### src/rtl/fifo_wr_arbiter.sv
// Round-robin arbiter that shares one FIFO write port between NREQ requesters and sequences FIFO clears.
// Beats are combinational (0 latency) once granted; the grant is 1 cycle after req; fifo_full stalls the owner in place.
module fifo_wr_arbiter #(
    parameter int NREQ     = 4,
    parameter int fbits    = 8,
    parameter int MAXBURST = 4,
    parameter int bcbits   = 3
) (
    input  logic                    clk,
    input  logic                    rstn,
    input  logic [NREQ-1:0]         req,
    input  logic [NREQ*fbits-1:0]   req_data,
    input  logic [NREQ-1:0]         req_last,
    output logic [NREQ-1:0]         ack,
    output logic [NREQ-1:0]         grant,
    output logic                    busy,
    input  logic                    flush_req,
    output logic                    flush_done,
    output logic                    fifo_wr,
    output logic [fbits-1:0]        fifo_data,
    output logic                    fifo_clr,
    input  logic                    fifo_full
);

    localparam int PW = (NREQ > 1) ? $clog2(NREQ) : 1;

    // FLUSH owns bit 1 alone so fifo_clr is a plain register bit, never a decoded glitch.
    typedef enum logic [1:0] {
        IDLE  = 2'b00,
        BURST = 2'b01,
        FLUSH = 2'b10
    } state_t;

    state_t            state, state_nxt;
    logic [NREQ-1:0]   grant_nxt;
    logic [PW-1:0]     own, own_nxt;
    logic [PW-1:0]     ptr, ptr_nxt;
    logic [PW-1:0]     arb_idx, arb_c;
    logic              arb_vld;
    logic [bcbits-1:0] cnt, cnt_nxt;
    logic              pend, pend_nxt;
    logic              beat, last_beat;

    // Search ptr+1, ptr+2, ... modulo NREQ for the first active request.
    always_comb begin
        arb_vld = 1'b0;
        arb_idx = '0;
        arb_c   = '0;
        for (int k = 1; k <= NREQ; k++) begin
            arb_c = PW'((int'(ptr) + k) % NREQ);
            if (!arb_vld && req[arb_c]) begin
                arb_vld = 1'b1;
                arb_idx = arb_c;
            end
        end
    end

    assign beat      = (state == BURST) && req[own] && !fifo_full;
    assign last_beat = beat && (req_last[own] || (cnt == bcbits'(MAXBURST - 1)));

    assign fifo_wr    = beat;
    assign ack        = beat ? grant : '0;
    assign fifo_data  = (state == BURST) ? req_data[int'(own)*fbits +: fbits] : '0;
    assign fifo_clr   = state[1];
    assign flush_done = state[1];
    assign busy       = |state;

    always_comb begin
        state_nxt = state;
        grant_nxt = grant;
        own_nxt   = own;
        ptr_nxt   = ptr;
        cnt_nxt   = cnt;
        pend_nxt  = pend;
        case (state)
            IDLE: begin
                if (pend || flush_req) begin
                    state_nxt = FLUSH;
                end else if (arb_vld) begin
                    state_nxt = BURST;
                    own_nxt   = arb_idx;
                    grant_nxt = NREQ'(1) << arb_idx;
                    cnt_nxt   = '0;
                end
            end
            BURST: begin
                if (flush_req) begin
                    pend_nxt = 1'b1;
                end
                // A dropped request ends the burst even while the FIFO is full.
                if (!req[own] || last_beat) begin
                    state_nxt = IDLE;
                    grant_nxt = '0;
                    ptr_nxt   = own;
                end else if (beat) begin
                    cnt_nxt = cnt + 1'b1;
                end
            end
            FLUSH: begin
                state_nxt = IDLE;
                pend_nxt  = 1'b0;
                grant_nxt = '0;
            end
            default: begin
                state_nxt = IDLE;
                grant_nxt = '0;
            end
        endcase
    end

    always_ff @(posedge clk or negedge rstn) begin
        if (!rstn) begin
            state <= IDLE;
            grant <= '0;
            own   <= '0;
            ptr   <= PW'(NREQ - 1);
            cnt   <= '0;
            pend  <= 1'b0;
        end else begin
            state <= state_nxt;
            grant <= grant_nxt;
            own   <= own_nxt;
            ptr   <= ptr_nxt;
            cnt   <= cnt_nxt;
            pend  <= pend_nxt;
        end
    end

endmodule

### config.mk
export PLATFORM = sky130hd
export DESIGN_NAME = fifo_wr_arbiter
export DESIGN_NICKNAME = d
export VERILOG_FILES = /design/src/rtl/fifo_wr_arbiter.sv
export SDC_FILE = /design/constraint.sdc
export NUM_CORES = 1
export LEC_CHECK = 0
export BUFFER_PORTS_ARGS = -buffer_cell sky130_fd_sc_hd__buf_2
export CAP_MARGIN = 20
export CORE_ASPECT_RATIO = 1.1
export CORE_UTILIZATION = 40
export CTS_CLUSTER_SIZE = 25
export DETAILED_ROUTE_END_ITERATION = 6
export HOLD_SLACK_MARGIN = 0.1
export PLACE_DENSITY = 0.72
export SYNTH_ARGS = -nofsm -noshare
export SYNTH_HDL_FRONTEND = slang
export SYNTH_SLANG_ARGS = --single-unit
### constraint.sdc
create_clock -name clk -period 2.2 [get_ports clk]
set_input_delay 0.44 -clock clk [delete_from_list [all_inputs] [get_ports clk]]
set_output_delay 0.44 -clock clk [all_outputs]
set_load 0.05 [all_outputs]
Word-level counts from Yosys, hierarchy flattened
Cells that the tools add are included.
{ "word_totals": {"ff_bits": 14, "latchBits": 0, "ramBits": 0, "romBits": 0, "input_bits": 44, "output_inout_bits": 20, "mem_count": 0} }
{ "op_classes": {"addsub": 5, "multipliers": 0, "div_mod_pow": 0, "magnitude_cmp": 5, "eq_ne": 10, "n_shift": 2, "n_mux": 37, "bitwise_logic": 1, "reduce_logical": 24} }
{ "ops": {"columns": ["op", "count"], "rows": [
  ["32-bit by 6-bit variable part select with 8-bit output", 1],
  ["4-bit two-way mux", 4],
  ["2-bit by 3-bit < comparator with 1-bit output, second input constant", 5],
  ["2-bit two-way mux", 7],
  ["1-bit binary-select mux with 2-bit select", 6],
  ["3-bit two-way mux", 4],
  ["1-bit two-way mux", 11],
  ["2-bit inequality test, second input constant", 5],
  ["8-bit two-way mux", 1],
  ["4-bit case mux with 2 select lines", 1],
  ["1-bit logical AND", 6],
  ["3-bit case mux with 2 select lines", 1],
  ["2-bit AND reduction", 3],
  ["3-bit AND reduction", 2],
  ["1-bit zero test", 5],
  ["5-bit AND reduction", 1],
  ["2-bit by 1-bit adder with 2-bit output, second input constant", 2],
  ["2-bit adder, second input constant", 2],
  ["2-bit case mux with 2 select lines", 1],
  ["2-bit nonzero test", 2],
  ["1-bit by 2-bit left shift with 4-bit output, first input constant", 1],
  ["3-bit by 1-bit adder with 3-bit output, second input constant", 1],
  ["3-bit by 2-bit equality test with 1-bit output, second input constant", 1],
  ["1-bit logical OR", 3],
  ["other kinds (8)", 8]
]} }

Longest topological paths before layout
{ "depth": {"depth_word": 17, "mapped_depth": 7, "mapped_depth_nobuf": 7} }

Worst setup path after synthesis
OpenSTA, ideal clock, no wires.
{ "synth_path": {"kind": "reg2out", "start": "register state[1]", "end": "output ack[0]", "arrival_ps": 1757, "required_time_ps": 1760, "setup_slack_ps": 3, "stages_incl_launch_ff": 5, "n_path_buf": 0, "path_cell_list": "dfrtp_1 > nor2b_1 > nand2_2 > nor2_4 > and2_1"} }
{ "synth_between": {"elab_chain_cells": 4} }
{ "synth_rtl": {"columns": ["element", "line_no", "rtl"], "rows": [
  ["from (decl)", "34", "state_t state, state_nxt;"],
  ["from (signal assigned)", "120", "state <= state_nxt;"],
  ["2-bit by 1-bit equality test with 1-bit output", "58", "assign beat = (state == BURST) && req[own] && !fifo_full;"],
  ["1-bit logical AND (2 in series)", "58", null],
  ["via fifo_wr", "19", "output logic fifo_wr,"],
  ["4-bit two-way mux", "62", "assign ack = beat ? grant : '0;"],
  ["to (decl)", "14", "output logic [NREQ-1:0] ack,"]
]} }
The timed path passes the listed nets, and every way through them passes these cells.

Worst setup path after layout
{ "layout_path": {"start": "register own[0]", "end": "output ack[1]"} }
{ "layout_between": {"elab_chain_cells": 5} }
{ "layout_rtl": {"columns": ["element", "line_no", "rtl"], "rows": [
  ["from (decl)", "36", "logic [PW-1:0] own, own_nxt;"],
  ["from (signal assigned)", "122", "own <= own_nxt;"],
  ["1-bit binary-select mux with 2-bit select", "58", null],
  ["1-bit two-way mux (not written as such)", "58", null],
  ["1-bit logical AND (2 in series)", "58", null],
  ["4-bit two-way mux", "62", null]
]} }
No other way between the ends. The select of a mux whose other input is x is not followed.

==> metrics.cfg <==
[status]
status = completed

[sta]
hold_slack_ns = 0.427
finClkSkew_ns = 0.00546
highest_clock_frequency_the_design_can_meet_mhz = 460
max_slew_margin_pct = 58.1
worstMarginPinSlew_ns = 0.623
fin_crit_share_pct = 98.9
setup_total_negative_slack_ns = 0
hold_viol = 0
final_count_of_negative_setup_slack_endpoints = 0
fin_crit_ns = 2.17
setup_slack_ns = 0.0251
rsz0062_at_grt = yes
timing_max_transition_violations_final = 0

[finish]
finish.net_count = 222
drive_above_1_share_pct = 58.3
finished_layout_cell_area_um2 = 1620
multiInputGateArea_um2 = 689
layout.core_utilization_pct = 64.3
antennaDiodeCount = 0
final-seq-area_um2 = 355
area_growth_pct = 52.0
n_fill_cell = 208

[worst_hold_path]
holdPathEnd = state[1]
hold_path.class = input pin to register
min_from = flush_req
worst_hold_path_depth = 3

[power]
max_rail_drop_vdd_uv = 868
power_density_nw_per_um2 = 1220
clkPwrFrac_pct = 7.8
static-leakage-power_uw = 0.000830
net-switching-power_uw = 963
power_frac_comb_pct = 67.1
seqPwrFrac_pct = 25.1
cellInternalPower_uw = 1010
power_switching_share_pct = 48.8

[job]
number_of_max_cap_violations = 0

[worst_setup_path]
critical_path_buf_inv_count = 1
worst-r2r-setup-slack_ns = 0.20
crit_path_start_kind = register
timing.reg2reg.worst_path_depth = 7
cp_data_arrival_time_ns = 1.73
regToRegStartpoint = own[0]
timing_worst_setup_path_type = register to output port
worstPathRequired_ns = 1.76
r2r_end = cnt[2]
path_cells = mux4_2, nand2_4, nor2_4, and2_4, buf_8
critical_path.max_fanout = 7
cp-end-kind = output port
worst_path_max_delay_cell = sky130_fd_sc_hd__mux4_2
biggest_cell_delay_along_the_critical_path_ns = 0.57
worst_path_dominant_cell_family = multiplexers

[synth]
synth_async_sr_flop_share_pct = 100
netlist.top_cell.by_area = sky130_fd_sc_hd__dfrtp_1
synthCells = 100
cells_taking_the_most_area_after_synthesis = sky130_fd_sc_hd__dfrtp_1 (28%), sky130_fd_sc_hd__mux4_2 (19%), sky130_fd_sc_hd__and2_1 (7.0%)
synth_edf_count = 0
yosys_warnings = 0
synthesis.nets = 146
dominantRegCellSynth = sky130_fd_sc_hd__dfrtp_1
yosysTopAreaCellShare_pct = 28.2
synth-seq-area-share_pct = 33.1
mappedNetlistArea_um2 = 1070
synth.lib_cells_used.distinct = 32
syn-mean-instance-area_um2 = 10.7
top_cells_by_count_synth = sky130_fd_sc_hd__and2_1 (12), sky130_fd_sc_hd__dfrtp_1 (12), sky130_fd_sc_hd__mux4_2 (9)
synth-seq-cells = 14

[clocking]
clockBufferDepth = 2
numClockSinks = 14
cts_max_level = 1
cts_root_buffer = sky130_fd_sc_hd__clkbuf_4
clk-insertion-delay-late_ns = 0.29
clkTransAtPathRegs_ns = 0.08
cts_tree = built
cts_inserted_buffers = 3

[routing]
detailroute.via_count = 1105
vias_per_cell = 5.36
drt_pass1_iterations = 4
number_of_design_rule_violations_left_by_the_first_detailed_router_iteration = 13
drc_errors = 0
routed_wirelength_mm = 2.97
wire_per_inst_um = 14.4
drtAntennaViolNets = 0

[placement]
dp.final_hpwl_mm = 2.22
io_buffer_count = 63
placed_instance_area_um2 = 1420
gpl.final_weighted_congestion = 0.863
dp_worst_setup_slack_ns = 0.133

[global_route]
grt_max_degree = 15
global_route.usage.total_pct = 21.1
number_of_global_route_vias_before_repair = 1055
antenna_found_initial = 0
wire_length_of_the_first_global_routing_pass_mm = 4.52
grt.overflow.total = 0

[floorplan]
width_of_the_die_um = 51.2
top_level_ports = 64
start_util_pct = 42.3
floorplan.die.height_um = 56.1
fp.coreArea_um2 = 2520
num_rows = 19
die_area_um2 = 2880

[worst max-delay path by stage]
stage / start / end / slack, ns / depth (start not counted)
final: own[0] / ack[1] / 0.03 / 5
after global placement: req[3] / ack[1] / 0.16 / 6
after CTS: own[0] / ack[1] / 0.008 / 5
after detailed placement: req[3] / ack[0] / 0.13 / 6
after floorplan: state[1] / ack[0] / 0.003 / 4
after global routing: own[0] / ack[3] / -0.03 / 5
[registers in the layout (all words and copies together) (netlist names)]
name	flops
pend	1
ptr	2
state	2
grant	4
cnt	3
own	2
[area by class of cell]
cell class                 instances  area share [%]
multi-input combinational         77            42.5
tap                               31            2.39
inverter                           5            1.16
sequential                        14            21.9
timing repair buffer              75            30.3
clock buffer                       4            1.62
[stage by stage]
step | total power [uW] | instances
2_1_floorplan | 1390 | 100
3_3_place_gp | 1630 | 193
3_5_place_dp | 1660 | 193
4_1_cts | 1880 | 202
5_1_grt | 2100 | 206
6_report | 1970 | 206
[power groups by stage]
| stage | combinational, uW | sequential [uW] | clock [uW] |
|---|---|---|---|
| 6_report | 1320 | 496 | 154 |
| 5_1_grt | 1410 | 515 | 171 |
| 4_1_cts | 1230 | 487 | 158 |
| 3_5_place_dp | 1180 | 483 | 0 |
| 3_3_place_gp | 1150 | 480 | 0 |
| 2_1_floorplan | 829 | 556 | 0 |
[cell usage in the layout, fill, tap and decap left out, drive strengths merged]
cell / Yosys / final
buf: 2 / 74
dfrtp: 12 / 12
and2: 12 / 12
mux4: 9 / 9
nor2: 9 / 9
o21ai: 6 / 6
nand2: 6 / 6
inv: 5 / 5
nor2b: 4 / 4
nand2b: 4 / 4
mux2: 4 / 4
clkbuf: 2 / 4
nor3: 3 / 3
a22o: 3 / 3
mux2i: 2 / 2
nor4: 2 / 2
o211a: 2 / 2
o2bb2ai: 2 / 2
ha: 2 / 2
dfstp: 2 / 2
a221oi: 1 / 1
o22a: 1 / 1
o21bai: 1 / 1
a21oi: 1 / 1
a211o: 1 / 1
a211oi: 1 / 1
o211ai: 1 / 1
dlygate4sd3: 0 / 1
[worst reg2reg max path, stage by stage, from the launching register on]
cell and delay, ns:
sky130_fd_sc_hd__dfrtp_2 0.43, sky130_fd_sc_hd__mux4_2 0.57, sky130_fd_sc_hd__buf_4 0.16, sky130_fd_sc_hd__buf_4 0.12
sky130_fd_sc_hd__inv_1 0.06, sky130_fd_sc_hd__o21ai_2 0.08, sky130_fd_sc_hd__o211ai_2 0.13, sky130_fd_sc_hd__mux2_1 0.34
[per-layer routing]
layer,vias up,track usage (%),part of all wire [%]
met1,516,23.6,39
met2,60,38.0,51
met5,-,0,0
li1,521,-,-
met4,0,10.0,2.3
met3,8,3.55,7.8
[repair_timing]
item / in CTS / in global routing
setup endpoints to repair: 12 / 12
gates cloned: 1 / 0
endpoints found under the hold margin: 12 / 0
hold buffers: 1 / 0
pin swaps: 1 / 6
setup buffers: 3 / 4
gates resized for setup: 7 / 34
[logic make-up after synthesis]
logic type | after synthesis | share of synthesized area (%)
multiplexers | 15 | 25.1
AND/OR/NAND/NOR | 40 | 20.5
AO/OA/AOI/OAI | 20 | 15.3
buffers and inverters | 9 | 3.64
adder cells (fa/ha/maj) | 2 | 2.35
flip-flops | 14 | 33.1
Power figures use the tool's default switching activity.
